==> src/rtl/pacote_ritmo.sv <==
// Shared types for the rhythm game: FSM states, command encoding and the judgement rule.
package pacote_ritmo;

  localparam int LARG_CMD = 4;
  localparam logic [LARG_CMD-1:0] CMD_PAUSA = 4'hF;

  typedef enum logic [2:0] {
    OCIOSO  = 3'd0,
    PEDE    = 3'd1,
    CARREGA = 3'd2,
    ESPERA  = 3'd3,
    AVALIA  = 3'd4,
    FIM     = 3'd5
  } estado_t;

  // Returns {acerto, erro}; commands above 3 (CMD_PAUSA included) expect no press.
  function automatic logic [1:0] julgar(input logic [LARG_CMD-1:0] cmd,
                                        input logic [LARG_CMD-1:0] press);
    if (cmd < 4'd4) begin
      if (press == (4'b0001 << cmd[1:0])) return 2'b10;
      else return 2'b01;
    end
    return (press != 4'b0000) ? 2'b01 : 2'b00;
  endfunction

endpackage

==> src/rtl/detector_de_borda.sv <==
// Rising-edge detector: one register per bit, combinational output, 1-cycle history.
// No flow control; out = in & ~prev every cycle.
module detector_de_borda #(
  parameter int LARGURA = 4
) (
  input  logic               clk,
  input  logic               reset,
  input  logic [LARGURA-1:0] entrada,
  output logic [LARGURA-1:0] borda
);

  logic [LARGURA-1:0] anterior;

  always_ff @(posedge clk) begin
    if (reset) anterior <= '0;
    else       anterior <= entrada;
  end

  assign borda = entrada & ~anterior;

endmodule

==> src/rtl/avaliador_de_comandos.sv <==
// Paces commands, opens a fixed JANELA_CICLOS window, judges the first press; period JANELA_CICLOS+3.
// No backpressure: pattern manager must answer trocar_comando within 1 cycle. Optional COMBO_EN adds combo scoring.
module avaliador_de_comandos
  import pacote_ritmo::*;
#(
  parameter int JANELA_CICLOS = 50_000_000,
  parameter int LARG_PONTOS   = 8
) (
  input  logic                   clk,
  input  logic                   reset,
  input  logic                   iniciar,
  input  logic [LARG_CMD-1:0]    botoes,
  input  logic [LARG_CMD-1:0]    prox_comando,
  input  logic                   fim_de_jogo,
  output logic                   trocar_comando,
  output logic [LARG_CMD-1:0]    comando_atual,
  output logic                   jogando,
  output logic                   acerto,
  output logic                   erro,
  output logic [LARG_PONTOS-1:0] pontos,
  output logic [LARG_PONTOS-1:0] erros
`ifdef COMBO_EN
  ,output logic [3:0]            combo
`endif
);

  localparam int LARG_CONT = $clog2(JANELA_CICLOS);
  localparam logic [LARG_CONT-1:0]   ULTIMO = LARG_CONT'(JANELA_CICLOS - 1);
  localparam logic [LARG_PONTOS-1:0] MAX_P  = '1;

  estado_t               estado;
  logic [LARG_CONT-1:0]  contador;
  logic [LARG_CMD-1:0]   borda;
  logic [LARG_CMD-1:0]   pressao;
  logic                  pressionado;
  logic [LARG_CMD-1:0]   press_final;
  logic [1:0]            veredito;
  logic [LARG_PONTOS:0]  incremento;
  logic [LARG_PONTOS:0]  soma_pontos;
  logic [LARG_PONTOS-1:0] pontos_sat;
  logic [LARG_PONTOS-1:0] erros_sat;

  detector_de_borda #(.LARGURA(LARG_CMD)) u_borda (
    .clk     (clk),
    .reset   (reset),
    .entrada (botoes),
    .borda   (borda)
  );

  // An edge on the window's last cycle must still be judged in the same transition.
  always_comb begin
    press_final = pressionado ? pressao : borda;
    veredito    = julgar(comando_atual, press_final);
    incremento  = {{LARG_PONTOS{1'b0}}, 1'b1};
`ifdef COMBO_EN
    if (combo >= 4'd4) incremento = {{(LARG_PONTOS-1){1'b0}}, 2'b10};
`endif
    soma_pontos = {1'b0, pontos} + incremento;
    pontos_sat  = (soma_pontos > {1'b0, MAX_P}) ? MAX_P : soma_pontos[LARG_PONTOS-1:0];
    erros_sat   = (erros == MAX_P) ? erros : erros + 1'b1;
  end

  always_ff @(posedge clk) begin
    if (reset) begin
      estado         <= OCIOSO;
      trocar_comando <= 1'b0;
      comando_atual  <= '0;
      jogando        <= 1'b0;
      acerto         <= 1'b0;
      erro           <= 1'b0;
      pontos         <= '0;
      erros          <= '0;
      contador       <= '0;
      pressao        <= '0;
      pressionado    <= 1'b0;
`ifdef COMBO_EN
      combo          <= 4'd0;
`endif
    end else begin
      trocar_comando <= 1'b0;
      acerto         <= 1'b0;
      erro           <= 1'b0;
      case (estado)
        OCIOSO: begin
          if (iniciar) begin
            pontos         <= '0;
            erros          <= '0;
`ifdef COMBO_EN
            combo          <= 4'd0;
`endif
            trocar_comando <= 1'b1;
            jogando        <= 1'b1;
            estado         <= PEDE;
          end
        end
        PEDE: estado <= CARREGA;
        CARREGA: begin
          if (fim_de_jogo) begin
            jogando <= 1'b0;
            estado  <= FIM;
          end else begin
            comando_atual <= prox_comando;
            contador      <= '0;
            pressao       <= '0;
            pressionado   <= 1'b0;
            estado        <= ESPERA;
          end
        end
        ESPERA: begin
          contador <= contador + 1'b1;
          if (!pressionado && (borda != '0)) begin
            pressao     <= borda;
            pressionado <= 1'b1;
          end
          if (contador == ULTIMO) begin
            acerto <= veredito[1];
            erro   <= veredito[0];
            if (veredito[1]) begin
              pontos <= pontos_sat;
`ifdef COMBO_EN
              combo  <= (combo == 4'hF) ? combo : combo + 4'd1;
`endif
            end
            if (veredito[0]) begin
              erros <= erros_sat;
`ifdef COMBO_EN
              combo <= 4'd0;
`endif
            end
            estado <= AVALIA;
          end
        end
        AVALIA: begin
          trocar_comando <= 1'b1;
          estado         <= PEDE;
        end
        FIM: if (!iniciar) estado <= OCIOSO;
        default: estado <= OCIOSO;
      endcase
    end
  end

endmodule

==> config.mk <==
export PLATFORM = sky130hd
export DESIGN_NAME = avaliador_de_comandos
export DESIGN_NICKNAME = d
export VERILOG_FILES = /design/src/rtl/pacote_ritmo.sv /design/src/rtl/detector_de_borda.sv /design/src/rtl/avaliador_de_comandos.sv
export SDC_FILE = /design/constraint.sdc
export NUM_CORES = 1
export LEC_CHECK = 0
export ABC_CLOCK_PERIOD_IN_PS = 3100
export CORE_MARGIN = 5
export CORE_UTILIZATION = 40
export CTS_CLUSTER_DIAMETER = 150
export DETAILED_ROUTE_END_ITERATION = 12
export SYNTH_ARGS = -nofsm -noshare
export SYNTH_HDL_FRONTEND = slang
export SYNTH_SLANG_ARGS = --single-unit
==> constraint.sdc <==
create_clock -name clk -period 3.1 [get_ports clk]
set_input_delay 0.62 -clock clk [delete_from_list [all_inputs] [get_ports clk]]
set_output_delay 0.62 -clock clk [all_outputs]
set_load 0.05 [all_outputs]
# Word-level counts from Yosys, hierarchy flattened
# Index checks and enable logic that the tools add are counted.
op_classes:
  n_addsub: 3
  magnitude_cmp: 2
  n_eq_ne: 17
  shift: 1
  mux: 33
  n_bitwise: 5
  n_reduce_logical: 16
ops:
  columns: ["cell", "count"]
  rows:
  - ["8-bit 2-to-1 mux", 7]
  - ["26-bit one-hot mux with 2 select lines", 1]
  - ["8-bit one-hot mux with 2 select lines", 2]
  - ["26-bit by 1-bit adder with 26-bit output (second input constant)", 1]
  - ["26-bit equality test (second input constant)", 1]
  - ["26-bit 2-to-1 mux", 1]
  - ["2-bit inequality test (second input constant)", 9]
  - ["3-bit one-hot mux with 6 select lines", 1]
  - ["3-bit 2-to-1 mux", 4]
  - ["4-bit 2-to-1 mux", 3]
  - ["8-bit by 1-bit adder with 9-bit output (second input constant)", 1]
  - ["9-bit by 8-bit > comparator with 1-bit output (second input constant)", 1]
  - ["3-bit AND reduction", 3]
  - ["8-bit by 1-bit adder with 8-bit output (second input constant)", 1]
  - ["8-bit equality test (second input constant)", 1]
  - ["4-bit one-hot mux with 2 select lines", 1]
  - ["4-bit nonzero test", 2]
  - ["1-bit 2-to-1 mux", 7]
  - ["3-bit by 2-bit equality test with 1-bit output (second input constant)", 2]
  - ["3-bit equality test (second input constant)", 2]
  - ["2-bit 2-to-1 mux", 3]
  - ["1-bit one-hot mux with 2 select lines", 3]
  - ["2-bit nonzero test", 3]
  - ["5-bit AND reduction", 1]
  - ["13 further kinds", 16]
word_totals:
  reg_bits: 62
  inputBits: 12
  output_inout_bits: 24
  elab_cells: 89

# Depth between registers and ports, before layout
logic_depth:
  ltp_word: 10
  depth_mapped: 9
  depth_no_buf: 8

# Cells and area by module
# Synthesis repeated with hierarchy kept, for this count alone.
hier_totals:
  hier_cells: 409
  area_unflattened_um2: 3251.9
by_module_without_submodules:
  columns: ["mod", "n_inst", "cells_per_inst", "area_each_um2", "seq_area_each_um2"]
  rows:
  - ["avaliador_de_comandos", 1, 397, 3111.7, 1161.1]
  - ["detector_de_borda", 1, 12, 140.1, 80.1]

# Worst setup path before layout
# Ideal clock, no wire load.
synth_path:
  kind: "reg2reg"
  startpoint: "reg pontos[0]"
  endpoint: "reg pontos[3]"
  setup_ns: 0.071
  arrival_ns: 2.248
  t_required_ns: 3.029
  path_slack_ns: 0.782
  path_stages_with_launch: 9
  path_buffers: 0
  period_less_slack_ns: 2.318
  path_cell_list: "dfxtp_1 -> ha_1 -> nand2_1 -> or3_1 -> o311ai_1 -> o2111ai_1 -> a22oi_1 -> o21ai_0 -> o2bb2ai_1"
synth_via:
  elab_chain_cells: 6
synth_lines:
  columns: ["item", "line", "source"]
  rows:
  - ["from (decl)", "avaliador_de_comandos.sv:20", "output logic [LARG_PONTOS-1:0] pontos,"]
  - ["from (signal assigned)", "avaliador_de_comandos.sv:119", "pontos <= pontos_sat;"]
  - ["8-bit by 1-bit adder with 9-bit output (*)", "avaliador_de_comandos.sv:58", "soma_pontos = {1'b0, pontos} + incremento;"]
  - ["9-bit by 8-bit > comparator with 1-bit output", "avaliador_de_comandos.sv:59", "pontos_sat = (soma_pontos > {1'b0, MAX_P}) ? MAX_P : soma_pontos[LARG_PONTOS-1:0];"]
  - ["8-bit 2-to-1 mux (*)", "avaliador_de_comandos.sv:59", null]
  - ["8-bit 2-to-1 mux (*)", "avaliador_de_comandos.sv:118", "if (veredito[1]) begin"]
  - ["8-bit 2-to-1 mux (*)", "avaliador_de_comandos.sv:115", "if (contador == ULTIMO) begin"]
  - ["8-bit one-hot mux with 2 select lines (*)", "avaliador_de_comandos.sv:83", "case (estado)"]
# Every way passes the cells marked *; elsewhere a longest branch is shown, timed or not. The select of a mux whose other input is x is not followed.
# A chain may end at the register's enable or synchronous reset.

# Final worst setup path
layout_path:
  startpoint: "reg contador[0]"
  endpoint: "reg erros[5]"
layout_via:
  elab_chain_cells: 3
layout_lines:
  columns: ["item", "line", "source"]
  rows:
  - ["from (decl)", "avaliador_de_comandos.sv:32", "logic [LARG_CONT-1:0] contador;"]
  - ["from (signal assigned)", "avaliador_de_comandos.sv:110", "contador <= contador + 1'b1;"]
  - ["26-bit equality test", "avaliador_de_comandos.sv:115", null]
  - ["2-bit inequality test (no source line)", null, null]
  - ["5-bit AND reduction (no source line)", null, null]
  - ["to (signal assigned)", "avaliador_de_comandos.sv:125", "erros <= erros_sat;"]
  - ["to (decl)", "avaliador_de_comandos.sv:21", "output logic [LARG_PONTOS-1:0] erros"]
# Every way passes these cells.

==> impl_metrics.tcl <==
set metrics [dict create \
    status "finished clean" \
    post-route-cell-area_um2 3980 \
    drc 0 \
    grt_pass1_vias 2827 \
    post-route-worst-setup-slack_ps 645 \
    fill_count 801 \
    cts_root_buffer "clkbuf_8" \
    vdd.ir_drop.worst_uv 219 \
    route.final.wire_length_um 7740 \
    drt.antenna.violating_nets 0 \
    std_cell_rows 33 \
    achievable-frequency_mhz 407 \
    final.min_clock_period_ps 2450 \
    critPathSlowestCell "or4_1" \
    wl_per_cell_um 14.0 \
    ys_warn_count 0 \
    worstMarginPinSlew_ps 532 \
    grt_start_max_net_pins 44 \
    synth_area_um2 3360 \
    static-leakage-power_uw 0.00133 \
    worst_slew_slack_as_a_fraction_of_its_limit_pct 64.3 \
    timing.setup.critical_path_class "reg -> reg" \
    fin_crit_sh_pct 79.2 \
    post-synth-top-area-cell "dfxtp_1" \
    regToRegEndpoint "erros[5]" \
    placement.setup.worst_slack_ps 381 \
    die_wd_um 102 \
    cp_top_family "simple AND/OR/NAND/NOR gates" \
    buffer_and_inverter_count_on_the_worst_path 0 \
    postSynth.topFlopCell "dfxtp_1" \
    worstSkewPairLatency_ps 340 \
    fp.dieArea_um2 10300 \
    post_drt_via_cell_ratio 5.52 \
    postSynthRegisterBits 62 \
    max-cap-violations 0 \
    detailed_place.area_um2 3780 \
    cp_num_cells 6 \
    synth.area.top_cells "dfxtp_1 37%, nand2_1 5.9%, nor2_1 4.9%, a21oi_1 4.3%, nand3_1 3.9%" \
    slew_viol_final 0 \
    final_nets 460 \
    fp.dieH_um 102 \
    vias 3056 \
    crit_path_start_kind "register" \
    grt_first_pass_wirelength_um 12900 \
    antenna_found_initial 0 \
    layout_commonest_cell "dfxtp_1" \
    totalNegativeSetupSlack_ps 0 \
    fp.coreArea_um2 8220 \
    crit_start "contador[0]" \
    post_cts_hold_buffer_count 0 \
    report.final.setup_viol 0 \
    r2r_slack_ps 650 \
    initial_core_util_pct 40.9 \
    gp_congestion 0.838 \
    worst_r2r_path_depth 6 \
    worst_hold_path_type "reg -> reg" \
    io-pin-count 36 \
    grt_overflow 0 \
    initialDrtViolationCount 157 \
    cts-resized-gates 0 \
    worst_r2r_startpoint "contador[0]" \
    worst_setup_path_endpoint "erros[5]" \
    netlist.area_leader.share_pct 36.9 \
    clk_path_buf_depth 2 \
    rsz_0062_raised_after_global_routing "no" \
    num_antenna_cells 0 \
    hpwl_um 5440 \
    tritoncts_clock_tree "built" \
    post-place-cells 538 \
    synthesis.instances 411 \
    finalCoreUtilization_pct 48.4 \
    worstSetupEndpointType "register" \
    timing.clock.skew_ps 7.12 \
    synth-seq-area-share_pct 36.9 \
    worstPathMaxFanout 12 \
    required_ps 3390 \
    cpPeakStageDelay_ps 550 \
    clock_sink_count 62 \
    finish.cell_count_without_fillers 554 \
    post_synthesis_async_set_or_reset_flop_share_pct 0 \
    layout_common_cells "62 x dfxtp_1, 53 x nand2_1, 44 x nor2_1, 34 x clkdlybuf4s50_1, 29 x a21oi_1" \
    synth_edf_count 0 \
    numCtsBuffers 9 \
    post_cts.repair.setup_buffers 0 \
    yosysUniqueCellTypes 66 \
    cts-htree-levels 3 \
    timing.critical_path.arrival_ps 2740 \
    grt.total_usage_pct 15.4 \
    report.final.hold_viol_count 0 \
    mappedNetlistNets 427 \
    fraction_of_layout_cells_with_a_size_suffix_above_1_pct 10.9 \
    syn-mean-instance-area_um2 8.19 \
    cts.clk_slew.worst_paths_ps 70 \
    crit_path_cell_trace "ha_1 > nand4_1 > nor4_4 > nand4_2 > or4_1 > nand3_1" \
    port_buffers 35 \
    power-per-cell-area_nw_per_um2 428 \
    drt-pass1-iter-count 4 \
    area.growth.synth_to_final_pct 18.2 \
]
-- how the worst min path moves through the flow --
stage                           from         end  slack (ps)  cells past startpoint
after floorplan           pressao[0]  pressao[0]         430                      2
after global placement    pressao[2]  pressao[2]         440                      2
after detailed placement  pressao[2]  pressao[2]         450                      2
after CTS                 pressao[2]  pressao[2]         460                      2
after global routing      pressao[0]  pressao[0]         490                      2
final                     pressao[2]  pressao[2]         460                      2
-- final cells by class --
cell class / count / area (um2) / share of cell area (%)
clock inverter: 5 / 58.8 / 1.48
sequential: 62 / 1240 / 31.2
tap: 105 / 131 / 3.30
clock buffer: 11 / 141 / 3.55
timing repair buffer: 41 / 390 / 9.81
inverter: 9 / 33.8 / 0.849
multi-input combinational: 321 / 1980 / 49.8
-- through the flow --
stage	power [uW]	hold WS [ps]
floorplan	956	432
global placement	997	439
detailed placement	999	451
CTS	1730	462
global route	1770	491
finish	1700	456
-- layer usage --
| layer | up-vias | track usage [%] | part of all wire, % | routed length (um) |
|---|---|---|---|---|
| li1 | 1572 | - | - | - |
| met1 | 1425 | 20.3 | 49 | 3760 |
| met2 | 49 | 24.3 | 46 | 3540 |
| met3 | 10 | 3.58 | 4.0 | 306 |
| met4 | 0 | 5.93 | 1.6 | 124 |
| met5 | - | 0 | 0 | 0 |
-- cells by family (layout without fill, tap and decap cells) --
group | after synthesis | in the layout | share of synthesized area, %
buffers and inverters | 28 | 66 | 4.24
DFF | 62 | 62 | 36.9
adders and majority gates | 4 | 4 | 1.49
and+or+nand+nor | 210 | 210 | 34.3
xor gates and xnor gates | 4 | 4 | 1.04
muxes | 8 | 8 | 2.64
AOI/OAI and AO/OA | 95 | 95 | 19.4
-- power breakdown --
part	switching (uW)	internal, uW
registers	14.8	807
clock network	327	393
logic	98.4	60.2
-- cells in the mapped netlist (8+ instances only) --
master / count
nor2_1: 44
o21ai_0: 13
nor3_1: 8
inv_1: 9
or3_1: 13
o21a_1: 8
nand4_1: 8
a21oi_1: 29
dfxtp_1: 62
clkbuf_1: 11
nand3_1: 26
nand2_1: 53
nand2b_1: 12
-- flip-flops by register name, summed over array words and instances, names as in the netlist --
signal            count
u_borda.anterior      4
erros                 8
erro                  1
jogando               1
acerto                1
contador             26
comando_atual         4
pontos                8
estado                3
trocar_comando        1
pressao               4
pressionado           1
-- worst min-delay path: cells and delay by family, from the launching register on --
kind | cells | cell delay (ps)
AO/OA/AOI/OAI | 1 | 50
flip-flops | 1 | 310
AND/OR/NAND/NOR | 1 | 50
Note: power is estimated with default switching activity, not from simulation.
